[src/rtl/aes_round_controller.sv]
// Sequencing FSM for the iterative AES-128 inverse cipher: steps through load,
// key-expansion wait, the initial AddRoundKey, nine inverse rounds and the final round.
module aes_round_controller #(
  parameter int KEYEXP_CYCLES = 11
) (
  input  logic       CLK,
  input  logic       RESET_N,
  input  logic       AES_START,
  input  logic       STEP_MODE,
  input  logic       CONTINUE,
  output logic       MSG_LD,
  output logic       STATE_LD,
  output logic [2:0] OP_SEL,
  output logic [3:0] ROUND,
  output logic [1:0] COL,
  output logic       BUSY,
  output logic       AES_DONE,
  output logic [3:0] DBG_STATE
);

  typedef enum logic [3:0] {
    S_IDLE, S_LOAD, S_KEYEXP, S_ARK_INIT,
    S_R_ISR, S_R_ISB, S_R_ARK, S_R_IMC,
    S_F_ISR, S_F_ISB, S_F_ARK, S_DONE
  } state_t;

  localparam logic [2:0] OP_NONE = 3'd0;
  localparam logic [2:0] OP_ARK  = 3'd1;
  localparam logic [2:0] OP_ISR  = 3'd2;
  localparam logic [2:0] OP_ISB  = 3'd3;
  localparam logic [2:0] OP_IMC  = 3'd4;
  localparam logic [7:0] KEYEXP_LOAD = 8'(KEYEXP_CYCLES - 1);

  state_t     r_state;
  logic [7:0] r_cnt;
  logic [3:0] r_round;
  logic [1:0] r_col;
  logic [2:0] r_op_sel;
  logic       r_msg_ld;
  logic       r_busy;
  logic       r_done;

  logic w_op_state;
  logic w_adv;

  assign w_op_state = (r_state >= S_ARK_INIT) && (r_state <= S_F_ARK);
  assign w_adv      = !STEP_MODE || CONTINUE;
  // Dropping START suppresses the commit of the cycle in which the abort is taken.
  assign STATE_LD   = w_op_state && w_adv && AES_START;

  assign MSG_LD    = r_msg_ld;
  assign OP_SEL    = r_op_sel;
  assign ROUND     = r_round;
  assign COL       = r_col;
  assign BUSY      = r_busy;
  assign AES_DONE  = r_done;
  assign DBG_STATE = r_state;

  always_ff @(posedge CLK or negedge RESET_N) begin
    if (!RESET_N) begin
      r_state  <= S_IDLE;
      r_cnt    <= 8'd0;
      r_round  <= 4'd0;
      r_col    <= 2'd0;
      r_op_sel <= OP_NONE;
      r_msg_ld <= 1'b0;
      r_busy   <= 1'b0;
      r_done   <= 1'b0;
    end else if (!AES_START && (r_state != S_IDLE)) begin
      // Abort from any active state, and the normal exit from DONE.
      r_state  <= S_IDLE;
      r_cnt    <= 8'd0;
      r_round  <= 4'd0;
      r_col    <= 2'd0;
      r_op_sel <= OP_NONE;
      r_msg_ld <= 1'b0;
      r_busy   <= 1'b0;
      r_done   <= 1'b0;
    end else begin
      case (r_state)
        S_IDLE: begin
          if (AES_START) begin
            r_state  <= S_LOAD;
            r_msg_ld <= 1'b1;
            r_busy   <= 1'b1;
          end
        end
        S_LOAD: begin
          r_state  <= S_KEYEXP;
          r_cnt    <= KEYEXP_LOAD;
          r_msg_ld <= 1'b0;
        end
        S_KEYEXP: begin
          if (r_cnt == 8'd0) begin
            r_state  <= S_ARK_INIT;
            r_round  <= 4'd10;
            r_op_sel <= OP_ARK;
          end else begin
            r_cnt <= r_cnt - 8'd1;
          end
        end
        S_ARK_INIT: begin
          if (w_adv) begin
            r_state  <= S_R_ISR;
            r_round  <= 4'd9;
            r_op_sel <= OP_ISR;
          end
        end
        S_R_ISR: begin
          if (w_adv) begin
            r_state  <= S_R_ISB;
            r_op_sel <= OP_ISB;
          end
        end
        S_R_ISB: begin
          if (w_adv) begin
            r_state  <= S_R_ARK;
            r_op_sel <= OP_ARK;
          end
        end
        S_R_ARK: begin
          if (w_adv) begin
            r_state  <= S_R_IMC;
            r_op_sel <= OP_IMC;
            r_col    <= 2'd0;
          end
        end
        S_R_IMC: begin
          if (w_adv) begin
            if (r_col != 2'd3) begin
              r_col <= r_col + 2'd1;
            end else if (r_round > 4'd1) begin
              r_state  <= S_R_ISR;
              r_round  <= r_round - 4'd1;
              r_col    <= 2'd0;
              r_op_sel <= OP_ISR;
            end else begin
              r_state  <= S_F_ISR;
              r_round  <= 4'd0;
              r_col    <= 2'd0;
              r_op_sel <= OP_ISR;
            end
          end
        end
        S_F_ISR: begin
          if (w_adv) begin
            r_state  <= S_F_ISB;
            r_op_sel <= OP_ISB;
          end
        end
        S_F_ISB: begin
          if (w_adv) begin
            r_state  <= S_F_ARK;
            r_op_sel <= OP_ARK;
          end
        end
        S_F_ARK: begin
          if (w_adv) begin
            r_state  <= S_DONE;
            r_op_sel <= OP_NONE;
            r_round  <= 4'd0;
            r_busy   <= 1'b0;
            r_done   <= 1'b1;
          end
        end
        S_DONE: begin
          r_state <= S_DONE;
        end
        default: begin
          r_state  <= S_IDLE;
          r_op_sel <= OP_NONE;
          r_busy   <= 1'b0;
          r_done   <= 1'b0;
        end
      endcase
    end
  end

endmodule
[config.mk]
export PLATFORM = sky130hd
export DESIGN_NAME = aes_round_controller
export DESIGN_NICKNAME = d
export VERILOG_FILES = /design/src/rtl/aes_round_controller.sv
export SDC_FILE = /design/constraint.sdc
export NUM_CORES = 1
export LEC_CHECK = 0
export ABC_AREA = 1
export CAP_MARGIN = 20
export CORE_UTILIZATION = 55
export DETAILED_ROUTE_END_ITERATION = 16
export GPL_TIMING_DRIVEN = 0
export PLACE_DENSITY_LB_ADDON = 0.08
export SYNTH_ARGS = -nofsm -noshare
export SYNTH_HDL_FRONTEND = slang
export SYNTH_SLANG_ARGS = --single-unit
[constraint.sdc]
create_clock -name CLK -period 1.75 [get_ports CLK]
set_input_delay 0.175 -clock CLK [delete_from_list [all_inputs] [get_ports CLK]]
set_output_delay 0.175 -clock CLK [all_outputs]
set_load 0.01 [all_outputs]
* Word-level counts from Yosys, hierarchy flattened
Cells that the tools add are included.
Cells by class: add/sub/neg operators 3, $mul 0, div/mod/pow operators 0, $lt $le $gt $ge 3, eq/ne operators 29, shifts and indexed selects 0, muxes and demuxes 48, bitwise operators 0, reduce and logical (&&, ||, !) cells 27
Operators with widths (count):
- two-way mux 4 bit | 19
- one-hot mux 4 bit (12 select lines) | 1
- != test 3 bit, second input constant | 12
- two-way mux 3 bit | 9
- one-hot mux 3 bit (8 select lines) | 1
- equality test 4 x 3 -> 1 bit, second input constant | 4
- equality test 4 bit, second input constant | 4
- two-way mux 8 bit | 2
- one-hot mux 4 bit (4 select lines) | 1
- one-hot mux 8 bit (2 select lines) | 1
- AND reduction 11 bit | 1
- OR reduction 11 bit | 1
- OR reduction 10 bit | 1
- AND reduction 9 bit | 1
- nonzero test 3 bit | 3
- equality test 4 x 2 -> 1 bit, second input constant | 2
- logical NOT 8 bit | 1
- two-way mux 2 bit | 4
- subtractor 8 x 1 -> 8 bit, second input constant | 1
- two-way mux 1 bit | 6
- != test 2 x 1 -> 1 bit, second input constant | 3
- != test 3 x 1 -> 1 bit, second input constant | 2
- AND reduction 2 bit | 3
- AND reduction 3 bit | 2
- 19 further kinds | 25
Storage, ports and cells: register bits 24, latch bits 0, memory bits (writable) 0, memory bits (read-only) 0, logic and storage cells 118, memories 0

* Logic depth before layout (Yosys ltp)
depth after elaboration 6, mapped depth 11, mapped depth without buffers 11

* Worst setup path after synthesis
No wires, ideal clock.
path type flip-flop to flip-flop, start point reg r_state[3], in the netlist DBG_STATE[3], end point reg r_round[1], in the netlist ROUND[1], setup time 0.116 ns, arrival time 1.380 ns, path slack 0.253 ns, stages on the path, launching flop included 11, buffers on the path 0, cells stage by stage dfrtp_1 inv_4 nand2_2 nor2_2 nand2_1 nor2_1 nor2_4 inv_2 nor2_4 nand2_1 nand2_1
On the way: longest elaborated chain between the ends 4, elaborated cells between the ends (all ways) 15
Ends and longest elaborated chain:
- start: declaration | line 34 | state_t r_state;
- start signal: assignment | line 61 | r_state <= S_IDLE;
- start signal: assignment | line 71 | r_state <= S_IDLE;
- start signal: assignment | line 83 | r_state <= S_LOAD;
- nonzero test 4 bit | line 69 | end else if (!AES_START && (r_state != S_IDLE)) begin
- logical AND 1 bit | line 69
- != test 3 bit (no source line) or nonzero test 5 bit (tied branches)
- AND reduction 6 bit (no source line)
- end signal: assignment | line 134 | r_round <= r_round - 4'd1;
- end: declaration | line 36 | logic [3:0] r_round;
Several ways; a longest one is shown, not always the timed one. A chain may end at the register's enable or synchronous reset.

* Final worst setup path
start point reg r_state[0], in the netlist DBG_STATE[0], end point out DBG_STATE[0]
RTL lines:
- end: declaration | line 18 | output logic [3:0] DBG_STATE
No word-level cell between the ends.

==> results_dict.tcl <==
set metrics [dict create \
    crit_arrival_ns 1.48 \
    path_class "flip-flop to output pin" \
    finalClockSkew_ns 0.0135 \
    drtIter0Drc 91 \
    synth_nets 262 \
    fin_crit_ns 1.66 \
    synth_edf_count 0 \
    cts_tree "yes" \
    viasPerCell 5.25 \
    drive_gt1_frac 0.205 \
    period_share 0.946 \
    dr.pass1.iters 5 \
    run_status "finished, final reports clean" \
    setup_violations 0 \
    synth_flop_cell "dfrtp_1" \
    antenna_found_initial 0 \
    coreArea_sq_um 3050 \
    clock_sink_count 24 \
    h-tree-depth 1 \
    power_density_nw_per_um2 1560 \
    cts_buffers 3 \
    dpl_cell_area_sq_um 2040 \
    post_drt_wl_per_cell_microns 12.7 \
    cts_root_buf "clkbuf_4" \
    synth-seq-cells 24 \
    stdcell_area_sq_um 2190 \
    diodes 0 \
    area_growth_pct 23.7 \
    cts_buffer_depth 2 \
    hold_class "input port to async pin" \
    grtUsageTotal 0.259 \
    gp_congestion 0.944 \
    utilization 0.717 \
    drc 0 \
    slew_headroom 0.645 \
    syn_inst 252 \
    drtAntennaViolNets 0 \
    required_ns 1.57 \
    grt_remaining_overflow 0 \
    fmax_ghz 0.604 \
    synth.avg_cell_area_sq_um 7.03 \
    setup_ws_ns 0.0946 \
    grt_pass1_vias 1478 \
    via_count 1717 \
    cap_violations 0 \
    ys.warnings.count 0 \
    fp.dieH_microns 58.7 \
    p_leak_nw 1.10 \
    rsz0062_at_grt "no" \
    async_reset_ff_frac 1.00 \
    cp-start-kind "flip-flop" \
    portBuffers 21 \
    tightest_slew_ns 0.530 \
    die_x_microns 58.7 \
    path_clk_slew_ns 0.14 \
    ys_types 31 \
    hpwlAfterDp_microns 2980 \
    dp_slack_ns -0.162 \
    ir_drop_v 0.000679 \
    slew_violations 0 \
    grt_pass1_wl_microns 6780 \
    totalWireLength_microns 4160 \
    rows 20 \
    die_area_sq_um 3450 \
    grt_max_degree 25 \
    tns_ns 0 \
    hold_buffers 0 \
    endpoint_kind "output pin" \
    start_util 0.580 \
    netlist_area_sq_um 1770 \
    critPathMaxFanout 5 \
    hold_viol 0 \
    power.total_w 0.00342 \
    final_net_count 294 \
    clock_latency_ns 0.33 \
    synth-seq-area-share 0.339 \
    ioPinCount 22 \
]
flip-flops by register name, indices dropped and copies added (netlist names):
register / count
r_cnt: 8
DBG_STATE: 4
BUSY: 1
ROUND: 4
COL: 2
MSG_LD: 1
OP_SEL: 3
AES_DONE: 1
cells in the mapped netlist (4+ instances only):
library cell	n	area [sq um]
o21ai_0	13	65.1
nor2_4	7	78.8
ha_1	5	62.6
nor2_2	6	37.5
inv_2	5	18.8
nand4_1	9	56.3
nand2_1	78	293
dfrtp_1	24	601
nand3_1	22	110
a21oi_1	11	55.1
nand2_2	6	37.5
inv_1	20	75.1
nor2_1	22	82.6
nand2_4	4	45.0
area by class of cell:
cell class / instances / area (sq um)
Buffer: 2 / 22.5
Clock buffer: 3 / 22.5
Clock inverter: 1 / 30.0
Fill cell: 273 / 863
Inverter: 27 / 109
Multi-Input combinational cell: 199 / 1090
Sequential cell: 24 / 604
Tap cell: 44 / 55.1
Timing Repair Buffer: 27 / 258
path summary, 6_finish.rpt:
check,from,endpoint,slack (ns),cells after the start
max in group asynchronous,RESET_N,r_cnt[5],1.09,2
min,RESET_N,DBG_STATE[3],0.17,1
min in group CLK,BUSY,BUSY,0.49,2
min reg2reg,BUSY,BUSY,0.49,2
max reg2reg,DBG_STATE[0],r_cnt[2],0.11,9
max,DBG_STATE[0],DBG_STATE[0],0.09,2
worst max-delay path: stages (launching register included):
cell             delay, ns
dfrtp_2               0.49
buf_4                 0.14
clkdlybuf4s50_1       0.52
per-stage QoR:
| step | cells | hold WS (ns) |
|---|---|---|
| 5_1_grt | 327 | 0.207 |
| 4_1_cts | 322 | 0.452 |
| 3_5_place_dp | 317 | 0.467 |
| 3_3_place_gp | 317 | 0.455 |
| 6_report | 327 | 0.170 |
| 2_1_floorplan | 252 | -0.121 |
cell families after synthesis:
family,after synthesis,share of synthesized area
buffers and inverters,29,0.0693
adders and majority gates,5,0.0353
DFF,24,0.339
and+or+nand+nor,161,0.448
AOI/OAI and AO/OA,30,0.0933
xor gates and xnor gates,3,0.0148
layout by cell type, fill, tap and decap left out, drive strengths merged:
cell           count
xor2               2
o31ai              1
nor3b              1
nand4              9
dfrtp             24
clkdlybuf4s50     20
bufinv             1
ha                 5
clkbuf             3
o22ai              1
nand3b             2
nand2             88
buf                9
o21ai             15
xnor2              1
nor2              35
nor3               2
nand3             23
o2111ai            1
inv               27
a21oi             12
or2                1
report_power, final:
| part | internal (W) | switching [W] |
|---|---|---|
| Clock | 0.000232 | 0.000180 |
| Sequential | 0.000732 | 0.000171 |
| Combinational | 0.000853 | 0.00125 |
| Total | 0.00182 | 0.00160 |
routing by layer:
layer,part of all wire,vias to the layer above,GRT usage
met5,0,-,0
met4,0.015,0,0.0986
met3,0.058,7,0.0418
met2,0.44,59,0.378
met1,0.49,765,0.383
li1,-,886,-
what timing repair did:
action,4_1_cts,5_1_grt
gates resized for setup,12,10
setup endpoints to repair,3,13
cloned,0,0
pin swaps,0,1
setup buffers,1,4
No activity file was read; power rests on OpenSTA's default activity.
